File: src/rtl/store_commit_drainer_if.sv
// store_commit_drainer_if: commit, store-queue head and DCache write port bundle
// master: drainer side (drives SQ read index, DCache request, SQ release, busy)
// slave : environment side (commit stage, store queue, DCache)
interface store_commit_drainer_if #(
  parameter int SQ_DEPTH = 16,
  parameter int COMMIT_WIDTH = 2,
  parameter int ADDR_WIDTH = 32
);
  logic commitStore;
  logic [$clog2(COMMIT_WIDTH+1)-1:0] commitStoreNum;
  logic [$clog2(SQ_DEPTH)-1:0] retiredStoreQueuePtr;
  logic [ADDR_WIDTH-4:0] retiredStoreLSQ_BlockAddr;
  logic [63:0] retiredStoreData;
  logic [7:0] retiredStoreByteWE;
  logic retiredStoreCondEnabled;
  logic dcWriteReq;
  logic dcWriteReqAck;
  logic dcWriteBusy;
  logic dcWriteHit;
  logic [ADDR_WIDTH-1:0] dcWriteAddr;
  logic [63:0] dcWriteData;
  logic [7:0] dcWriteByteWE;
  logic releaseStoreQueueHead;
  logic [$clog2(COMMIT_WIDTH+1)-1:0] releaseStoreQueueHeadEntryNum;
  logic busyInRecovery;
  modport master (
    input commitStore, commitStoreNum, retiredStoreLSQ_BlockAddr, retiredStoreData,
          retiredStoreByteWE, retiredStoreCondEnabled, dcWriteReqAck, dcWriteBusy, dcWriteHit,
    output retiredStoreQueuePtr, dcWriteReq, dcWriteAddr, dcWriteData, dcWriteByteWE,
           releaseStoreQueueHead, releaseStoreQueueHeadEntryNum, busyInRecovery
  );
  modport slave (
    output commitStore, commitStoreNum, retiredStoreLSQ_BlockAddr, retiredStoreData,
           retiredStoreByteWE, retiredStoreCondEnabled, dcWriteReqAck, dcWriteBusy, dcWriteHit,
    input retiredStoreQueuePtr, dcWriteReq, dcWriteAddr, dcWriteData, dcWriteByteWE,
          releaseStoreQueueHead, releaseStoreQueueHeadEntryNum, busyInRecovery
  );
endinterface

File: src/rtl/store_commit_drainer.sv
// store_commit_drainer: drains committed stores from the SQ head into the DCache write port
// clk  : clock
// rst  : asynchronous active-low reset
// bus  : master side of store_commit_drainer_if (commit count in, SQ head entry in,
//        SQ read index / release out, DCache write request out with ack/busy/hit in,
//        busyInRecovery out)
module store_commit_drainer #(
  parameter int SQ_DEPTH = 16,
  parameter int COMMIT_WIDTH = 2,
  parameter int ADDR_WIDTH = 32,
  parameter int RETRY_DELAY = 4
) (
  input logic clk,
  input logic rst,
  store_commit_drainer_if.master bus
);
  localparam int HW = $clog2(SQ_DEPTH);
  localparam int PW = $clog2(SQ_DEPTH+1);
  localparam int PW1 = PW + 1;
  localparam int NW = $clog2(COMMIT_WIDTH+1);
  typedef enum logic [1:0] {IDLE, REQ, TAG, RETRY} state_t;
  state_t state_q, state_d;
  logic [PW-1:0] pend_q, pend_d;
  logic [HW-1:0] head_q, head_d;
  logic [3:0] cnt_q, cnt_d;
  logic [ADDR_WIDTH-1:0] addr_q, addr_d;
  logic [63:0] data_q, data_d;
  logic [7:0] we_q, we_d;
  logic rel;
  logic [PW:0] sum;
  always_comb begin
    state_d = state_q;
    cnt_d = cnt_q;
    addr_d = addr_q;
    data_d = data_q;
    we_d = we_q;
    rel = 1'b0;
    case (state_q)
      IDLE: if (pend_q != '0) begin
        if (!bus.retiredStoreCondEnabled) rel = 1'b1;
        else if (!bus.dcWriteBusy) begin
          addr_d = {bus.retiredStoreLSQ_BlockAddr, 3'b000};
          data_d = bus.retiredStoreData;
          we_d = bus.retiredStoreByteWE;
          state_d = REQ;
        end
      end
      REQ: state_d = bus.dcWriteReqAck ? TAG : REQ;
      TAG: begin
        rel = bus.dcWriteHit;
        state_d = bus.dcWriteHit ? IDLE : RETRY;
        cnt_d = bus.dcWriteHit ? cnt_q : 4'(RETRY_DELAY);
      end
      RETRY: begin
        cnt_d = cnt_q - 4'd1;
        state_d = (cnt_q == 4'd1) ? REQ : RETRY;
      end
      default: state_d = IDLE;
    endcase
  end
  // widened by one bit so an over-commit is visible to the assertion instead of wrapping
  assign sum = {1'b0, pend_q} + PW1'(bus.commitStore ? bus.commitStoreNum : NW'(0)) - PW1'(rel);
  assign pend_d = sum[PW-1:0];
  assign head_d = rel ? ((head_q == HW'(SQ_DEPTH-1)) ? '0 : head_q + 1'b1) : head_q;
  always_ff @(posedge clk or negedge rst) begin
    if (!rst) begin
      state_q <= IDLE;
      pend_q <= '0;
      head_q <= '0;
      cnt_q <= '0;
      addr_q <= '0;
      data_q <= '0;
      we_q <= '0;
    end else begin
      state_q <= state_d;
      pend_q <= pend_d;
      head_q <= head_d;
      cnt_q <= cnt_d;
      addr_q <= addr_d;
      data_q <= data_d;
      we_q <= we_d;
    end
  end
  always_ff @(posedge clk) if (rst) assert (sum <= PW1'(SQ_DEPTH));
  assign bus.retiredStoreQueuePtr = head_q;
  assign bus.dcWriteReq = (state_q == REQ);
  assign bus.dcWriteAddr = addr_q;
  assign bus.dcWriteData = data_q;
  assign bus.dcWriteByteWE = we_q;
  assign bus.releaseStoreQueueHead = rel;
  assign bus.releaseStoreQueueHeadEntryNum = NW'(rel);
  assign bus.busyInRecovery = (pend_q != '0);
endmodule
File: src/flat_wrapper.sv
// flat-port wrapper written by rule: the top's interface ports become plain ports
module store_commit_drainer_flat 
#(
  parameter int SQ_DEPTH = 16,
  parameter int COMMIT_WIDTH = 2,
  parameter int ADDR_WIDTH = 32,
  parameter int RETRY_DELAY = 4
)
  (clk, rst, bus_commitStore, bus_commitStoreNum, bus_retiredStoreLSQ_BlockAddr, bus_retiredStoreData, bus_retiredStoreByteWE, bus_retiredStoreCondEnabled, bus_dcWriteReqAck, bus_dcWriteBusy, bus_dcWriteHit, bus_retiredStoreQueuePtr, bus_dcWriteReq, bus_dcWriteAddr, bus_dcWriteData, bus_dcWriteByteWE, bus_releaseStoreQueueHead, bus_releaseStoreQueueHeadEntryNum, bus_busyInRecovery);
  store_commit_drainer_if #(.SQ_DEPTH(SQ_DEPTH), .COMMIT_WIDTH(COMMIT_WIDTH), .ADDR_WIDTH(ADDR_WIDTH)) bus_i ();
  input logic clk;
  input logic rst;
  input wire logic [$bits(bus_i.commitStore)-1:0] bus_commitStore;
  input wire logic [$bits(bus_i.commitStoreNum)-1:0] bus_commitStoreNum;
  input wire logic [$bits(bus_i.retiredStoreLSQ_BlockAddr)-1:0] bus_retiredStoreLSQ_BlockAddr;
  input wire logic [$bits(bus_i.retiredStoreData)-1:0] bus_retiredStoreData;
  input wire logic [$bits(bus_i.retiredStoreByteWE)-1:0] bus_retiredStoreByteWE;
  input wire logic [$bits(bus_i.retiredStoreCondEnabled)-1:0] bus_retiredStoreCondEnabled;
  input wire logic [$bits(bus_i.dcWriteReqAck)-1:0] bus_dcWriteReqAck;
  input wire logic [$bits(bus_i.dcWriteBusy)-1:0] bus_dcWriteBusy;
  input wire logic [$bits(bus_i.dcWriteHit)-1:0] bus_dcWriteHit;
  output wire logic [$bits(bus_i.retiredStoreQueuePtr)-1:0] bus_retiredStoreQueuePtr;
  output wire logic [$bits(bus_i.dcWriteReq)-1:0] bus_dcWriteReq;
  output wire logic [$bits(bus_i.dcWriteAddr)-1:0] bus_dcWriteAddr;
  output wire logic [$bits(bus_i.dcWriteData)-1:0] bus_dcWriteData;
  output wire logic [$bits(bus_i.dcWriteByteWE)-1:0] bus_dcWriteByteWE;
  output wire logic [$bits(bus_i.releaseStoreQueueHead)-1:0] bus_releaseStoreQueueHead;
  output wire logic [$bits(bus_i.releaseStoreQueueHeadEntryNum)-1:0] bus_releaseStoreQueueHeadEntryNum;
  output wire logic [$bits(bus_i.busyInRecovery)-1:0] bus_busyInRecovery;
  assign bus_i.commitStore = bus_commitStore;
  assign bus_i.commitStoreNum = bus_commitStoreNum;
  assign bus_i.retiredStoreLSQ_BlockAddr = bus_retiredStoreLSQ_BlockAddr;
  assign bus_i.retiredStoreData = bus_retiredStoreData;
  assign bus_i.retiredStoreByteWE = bus_retiredStoreByteWE;
  assign bus_i.retiredStoreCondEnabled = bus_retiredStoreCondEnabled;
  assign bus_i.dcWriteReqAck = bus_dcWriteReqAck;
  assign bus_i.dcWriteBusy = bus_dcWriteBusy;
  assign bus_i.dcWriteHit = bus_dcWriteHit;
  assign bus_retiredStoreQueuePtr = bus_i.retiredStoreQueuePtr;
  assign bus_dcWriteReq = bus_i.dcWriteReq;
  assign bus_dcWriteAddr = bus_i.dcWriteAddr;
  assign bus_dcWriteData = bus_i.dcWriteData;
  assign bus_dcWriteByteWE = bus_i.dcWriteByteWE;
  assign bus_releaseStoreQueueHead = bus_i.releaseStoreQueueHead;
  assign bus_releaseStoreQueueHeadEntryNum = bus_i.releaseStoreQueueHeadEntryNum;
  assign bus_busyInRecovery = bus_i.busyInRecovery;
  store_commit_drainer #(.SQ_DEPTH(SQ_DEPTH), .COMMIT_WIDTH(COMMIT_WIDTH), .ADDR_WIDTH(ADDR_WIDTH), .RETRY_DELAY(RETRY_DELAY)) u_core (.clk(clk), .rst(rst), .bus(bus_i));
endmodule
File: config.mk
export PLATFORM = sky130hd
export DESIGN_NAME = store_commit_drainer_flat
export DESIGN_NICKNAME = d
export VERILOG_FILES = /design/src/rtl/store_commit_drainer_if.sv /design/src/rtl/store_commit_drainer.sv /design/src/flat_wrapper.sv
export SDC_FILE = /design/constraint.sdc
export NUM_CORES = 1
export LEC_CHECK = 0
export CAP_MARGIN = 20
export CORE_ASPECT_RATIO = 1.75
export CORE_UTILIZATION = 43
export DETAILED_ROUTE_END_ITERATION = 10
export GPL_ROUTABILITY_DRIVEN = 0
export PLACE_DENSITY = 0.92
export SLEW_MARGIN = 10
export SYNTH_ARGS = -nofsm -noshare
export SYNTH_HDL_FRONTEND = slang
export SYNTH_SLANG_ARGS = --single-unit
File: constraint.sdc
create_clock -name clk -period 3.6 [get_ports clk]
set_input_delay 0.54 -clock clk [delete_from_list [all_inputs] [get_ports clk]]
set_output_delay 0.54 -clock clk [all_outputs]
set_load 0.02 [all_outputs]
-- After elaboration in Yosys (flattened, before gate mapping)
Cells that the tools add are included.
- register bits: 116
- input port bits: 110
- add/subtract/negate cells: 4
- equality and inequality tests: 9
- mux-type cells: 14
- bitwise gates (word level): 1
- reduce and logical (&&, ||, !) cells: 6
- operator list (operator ; number):
    $mux W2 ; 7
    $mux W4 ; 2
    $ne A2 B2 Y1 const B ; 4
    $pmux W2 S4 ; 1
    $pmux W4 S2 ; 1
    $add A5 B5 Y5 ; 1
    $reduce_bool A5 Y1 ; 1
    $sub A5 B1 Y5 ; 1
    $add A4 B1 Y4 const B ; 1
    $eq A2 B2 Y1 const B ; 2
    $eq A4 B1 Y1 const B ; 1
    $eq A4 B4 Y1 const B ; 1
    $reduce_and A4 Y1 ; 1
    $sub A4 B1 Y4 const B ; 1
    $reduce_and A3 Y1 ; 1
    $eq A2 B1 Y1 const B ; 1
    $logic_not A2 Y1 ; 1
    $mux W1 ; 2
    $pmux W1 S2 ; 1
    $reduce_and A2 Y1 ; 1
    $reduce_bool A2 Y1 ; 1
    $not A1 Y1 ; 1

-- Depth between registers and ports, before layout
- depth after elaboration: 4
- gate-level depth with buffers: 13
- depth with buffers taken out: 13

-- Worst setup path before layout
OpenSTA, ideal clock, no wires.
- path kind: flip-flop to flip-flop
- start point: register u_core.state_q[0]
- end point: register u_core.pend_q[4]
- setup time: 0.080 ns
- data arrival time: 2.595 ns
- slack: 0.925 ns
- cell stages (with the launch flop): 13
- path buffers: 1
- cells stage by stage: dfrtp_1 buf_2 or3_1 o22ai_4 ha_1 inv_1 ha_1 inv_1 fa_1 inv_1 a21oi_1 o21bai_1 xnor2_1
- cells in the longest elaborated chain, start to end: 3
- elaborated cells on any way between the ends: 4
- ends and longest elaborated chain (what ; line ; text):
    start, declared ; store_commit_drainer.sv:22 ; state_t state_q, state_d;
    start signal, assigned ; store_commit_drainer.sv:75 ; state_q <= state_d;
    $eq A2 B2 Y1 / $logic_not A2 Y1 (equally long branches) ; store_commit_drainer.sv:38 ; case (state_q)
    $pmux W1 S2 * ; store_commit_drainer.sv:38 ;
    net bus_releaseStoreQueueHead ; flat_wrapper.sv:27 ; output wire logic [$bits(bus_i.releaseStoreQueueHead)-1:0] bus_releaseStoreQueueHead;
    $sub A5 B1 Y5 * ; store_commit_drainer.sv:62 ; assign sum = {1'b0, pend_q} + PW1'(bus.commitStore ? bus.commitStoreNum : NW'(0)) - PW1'(rel);
    net u_core.sum[4] ; store_commit_drainer.sv:30 ; logic [PW:0] sum;
    end signal, assigned ; store_commit_drainer.sv:76 ; pend_q <= pend_d;
    end, declared ; store_commit_drainer.sv:23 ; logic [PW-1:0] pend_q, pend_d;
Mark *: on every way through the listed nets, which the timed path passes. The rest lies on a longest branch.
A chain may end at the register's enable or synchronous reset.

-- Worst setup path after layout
- start point: register u_core.state_q[0]
- end point: output bus_releaseStoreQueueHeadEntryNum[0]
- cells in the longest elaborated chain, start to end: 2
- elaborated cells on any way between the ends: 3
- ends and longest elaborated chain (what ; line ; text):
    $eq A2 B2 Y1 / $logic_not A2 Y1 (equally long branches) ; store_commit_drainer.sv:38 ;
    $pmux W1 S2 * ; store_commit_drainer.sv:38 ;
    end, declared ; flat_wrapper.sv:28 ; output wire logic [$bits(bus_i.releaseStoreQueueHeadEntryNum)-1:0] bus_releaseStoreQueueHeadEntryNum;
Every way passes the cells marked *; elsewhere a longest branch is shown, timed or not.

==> metrics.cfg <==
[outcome]
status = completed

[clock_tree]
cts_sinks = 116
cts_buffer_depth = 2
clkTransAtPathRegs_ps = 60
clk_latency_ps = 390
cts_post_setup_buffers_inserted = 0
cts_tree = yes
cts_root_buf = clkbuf_16
cts-htree-levels = 4
hold_buffers = 0
cts_resized = 0
cts_buffers = 17

[logic_synthesis]
async_reset_ff_share_pct = 100
ys_types = 35
synth_commonest_cells = dfrtp_1, mux2_4, inv_1, mux2_2
yosysTopAreaCellShare_pct = 55.9
syn_area_um2 = 5190
ys_ff_latch = 116
synth_area_leaders = dfrtp_1, mux2_4, buf_12
yosysTopAreaCell = dfrtp_1
synth-main-ff-cell = dfrtp_1
synth_warnings = 0
yosysSeqAreaShare_pct = 55.9
yosysMostFrequentCell = dfrtp_1
synth_edf_count = 0
synth.avg_cell_area_um2 = 16.6
synthCells = 313

[layout]
area_delta_synth_final_pct = 52.4
finalNetCount = 658
post-route-util_pct = 67.9
n_antenna_cell = 0
drive_gt1_share_pct = 25.3
fillCellCount = 772

[sta]
slew_headroom_pct = 57.9
finClkSkew_ps = 8.43
setup_tns_ps = 0
fin_crit_ps = 2800
final_max_slew_viol_count = 0
setup_viol = 0
fin_ws_ps = 802
hold_viol_final = 0
fin_crit_sh_pct = 77.7
fmax_mhz = 357
hold_ws_ps = 209
tightest_slew_ps = 632
grt_setup_unrepaired = false

[place]
dp_slack_ps = 502
port_buffers = 218
hpwl_um = 8940

[floorplan]
io_pins = 223
fp.dieArea_um2 = 12500
die_x_um = 85.1
fp.coreArea_um2 = 11600
initial_core_util_pct = 44.6
die_h_um = 147
row_count = 52

[power_and_ir_drop]
power.total_uw = 7600
power.density_nw_per_um2 = 960
peakVddDrop_uv = 507
leakage_uw = 0.00373

[critical_path]
setup.worst_path.start_class = register
crit_slowest_cell = clkdlybuf4s50_1
crit_family = buffers and inverters
path_class = reg2out
slowest_delay_ps = 660
critPathRequiredTime_ps = 3060
setup.worst_path.end_class = output pin
critPathBufInv = 1
crit_arrival_ps = 2260
path_cells = or3_1, o22ai_4, clkdlybuf4s50_1
cp_max_fo = 11

[routing]
remaining_drc_errors = 0
dr.first_iter.drc_count = 61
vias = 3379
firstDrtPassIters = 4
drt.antenna.violating_nets = 0
routed_wl_um = 12400
routedWlPerCell_um = 18.1
vias_per_cell = 4.94

[global_route]
grt-ovfl-total = 0
grt_pass1_vias = 3826
antenna_found_initial = 0
grt_max_degree = 117
grt_pass1_wl_um = 19800
grt_use_total_pct = 20.6

[run]
cap_viol_max_count = 0

[worst_hold_path]
hp-class = in2async

==> cell families (layout without fill, tap and decap cells) <==
family                   Yosys count  count (layout)  synth area share [%]
XOR/XNOR                           5               5                 0.844
other                              1               4                0.0722
adder cells (fa/ha/maj)           11              11                  2.80
buffers and inverters             34             267                  6.19
AND/OR/NAND/NOR                   23              23                  2.77
flip-flops                       116             116                  55.9
multiplexers                     104             104                  29.1
AO/OA/AOI/OAI                     19              19                  2.36
==> power breakdown <==
group	switching [uW]	total, uW	internal, uW
clock network	564	1610	1040
registers	446	2400	1960
logic	1540	3590	2050
total	2550	7600	5050
==> final timing paths <==
path / from / endpoint / slack, ps / cells past startpoint
min in group clk: u_core.bus.dcWriteAddr[6]$_DFFE_PN0P_ / u_core.bus.dcWriteAddr[6]$_DFFE_PN0P_ / 500 / 1
worst min register to register: u_core.bus.dcWriteAddr[6]$_DFFE_PN0P_ / u_core.bus.dcWriteAddr[6]$_DFFE_PN0P_ / 500 / 1
max in group asynchronous: rst / u_core.bus.dcWriteData[26]$_DFFE_PN0P_ / 2900 / 2
worst max register to register: u_core.state_q[0]$_DFFE_PN0P_ / u_core.pend_q[4]$_DFF_PN0_ / 890 / 11
worst max-delay path: u_core.state_q[0]$_DFFE_PN0P_ / bus_releaseStoreQueueHeadEntryNum[0] / 800 / 3
worst min-delay path: rst / u_core.bus.dcWriteData[43]$_DFFE_PN0P_ / 210 / 2
==> flip-flops by register name, indices dropped and copies added, names as in the netlist <==
| signal | flops |
|---|---|
| u_core.bus.dcWriteAddr | 29 |
| u_core.bus.dcWriteByteWE | 8 |
| u_core.bus.dcWriteData | 64 |
| u_core.bus.retiredStoreQueuePtr | 4 |
| u_core.cnt_q | 4 |
| u_core.pend_q | 5 |
| u_core.state_q | 2 |
==> metrics by stage <==
stage / std cells / area [um^2]
2_1_floorplan: 316 / 5200
3_3_place_gp: 653 / 7340
3_5_place_dp: 653 / 7340
4_1_cts: 684 / 7910
5_1_grt: 684 / 7910
6_report: 684 / 7910
==> placed cells by master (no fill, tap or decap), types with 3 or more instances in the layout <==
cell,n
xnor2_1,3
clkbuf_16,17
mux2_2,12
a21oi_1,8
dfrtp_1,116
nand2_1,6
mux2_4,90
o21ai_0,4
clkdlybuf4s50_1,217
inv_1,15
a31oi_1,3
conb_1,4
clkinvlp_4,3
nor2_1,5
ha_1,10
clkinv_2,5
==> metal layers <==
layer  part of all wire [%]  GRT usage (%)  up-vias  wire (um)
met5                      0              0        -          0
met3                    6.1           5.97       33        752
met2                     55           37.6      146       6820
met4                    3.4           10.1        0        422
met1                     36           21.1     1677       4410
li1                       -              -     1523          -
==> cell type report <==
| cell class | count | area, um^2 | share of cell area [%] |
|---|---|---|---|
| Sequential cell | 116 | 2900 | 36.7 |
| Inverter | 16 | 60.1 | 0.759 |
| Clock buffer | 21 | 460 | 5.82 |
| Timing Repair Buffer | 220 | 2220 | 28.1 |
| Multi-Input combinational cell | 166 | 1990 | 25.2 |
| Tap cell | 135 | 169 | 2.13 |
| Clock inverter | 10 | 108 | 1.36 |
Note: power is estimated with default switching activity, not from simulation.
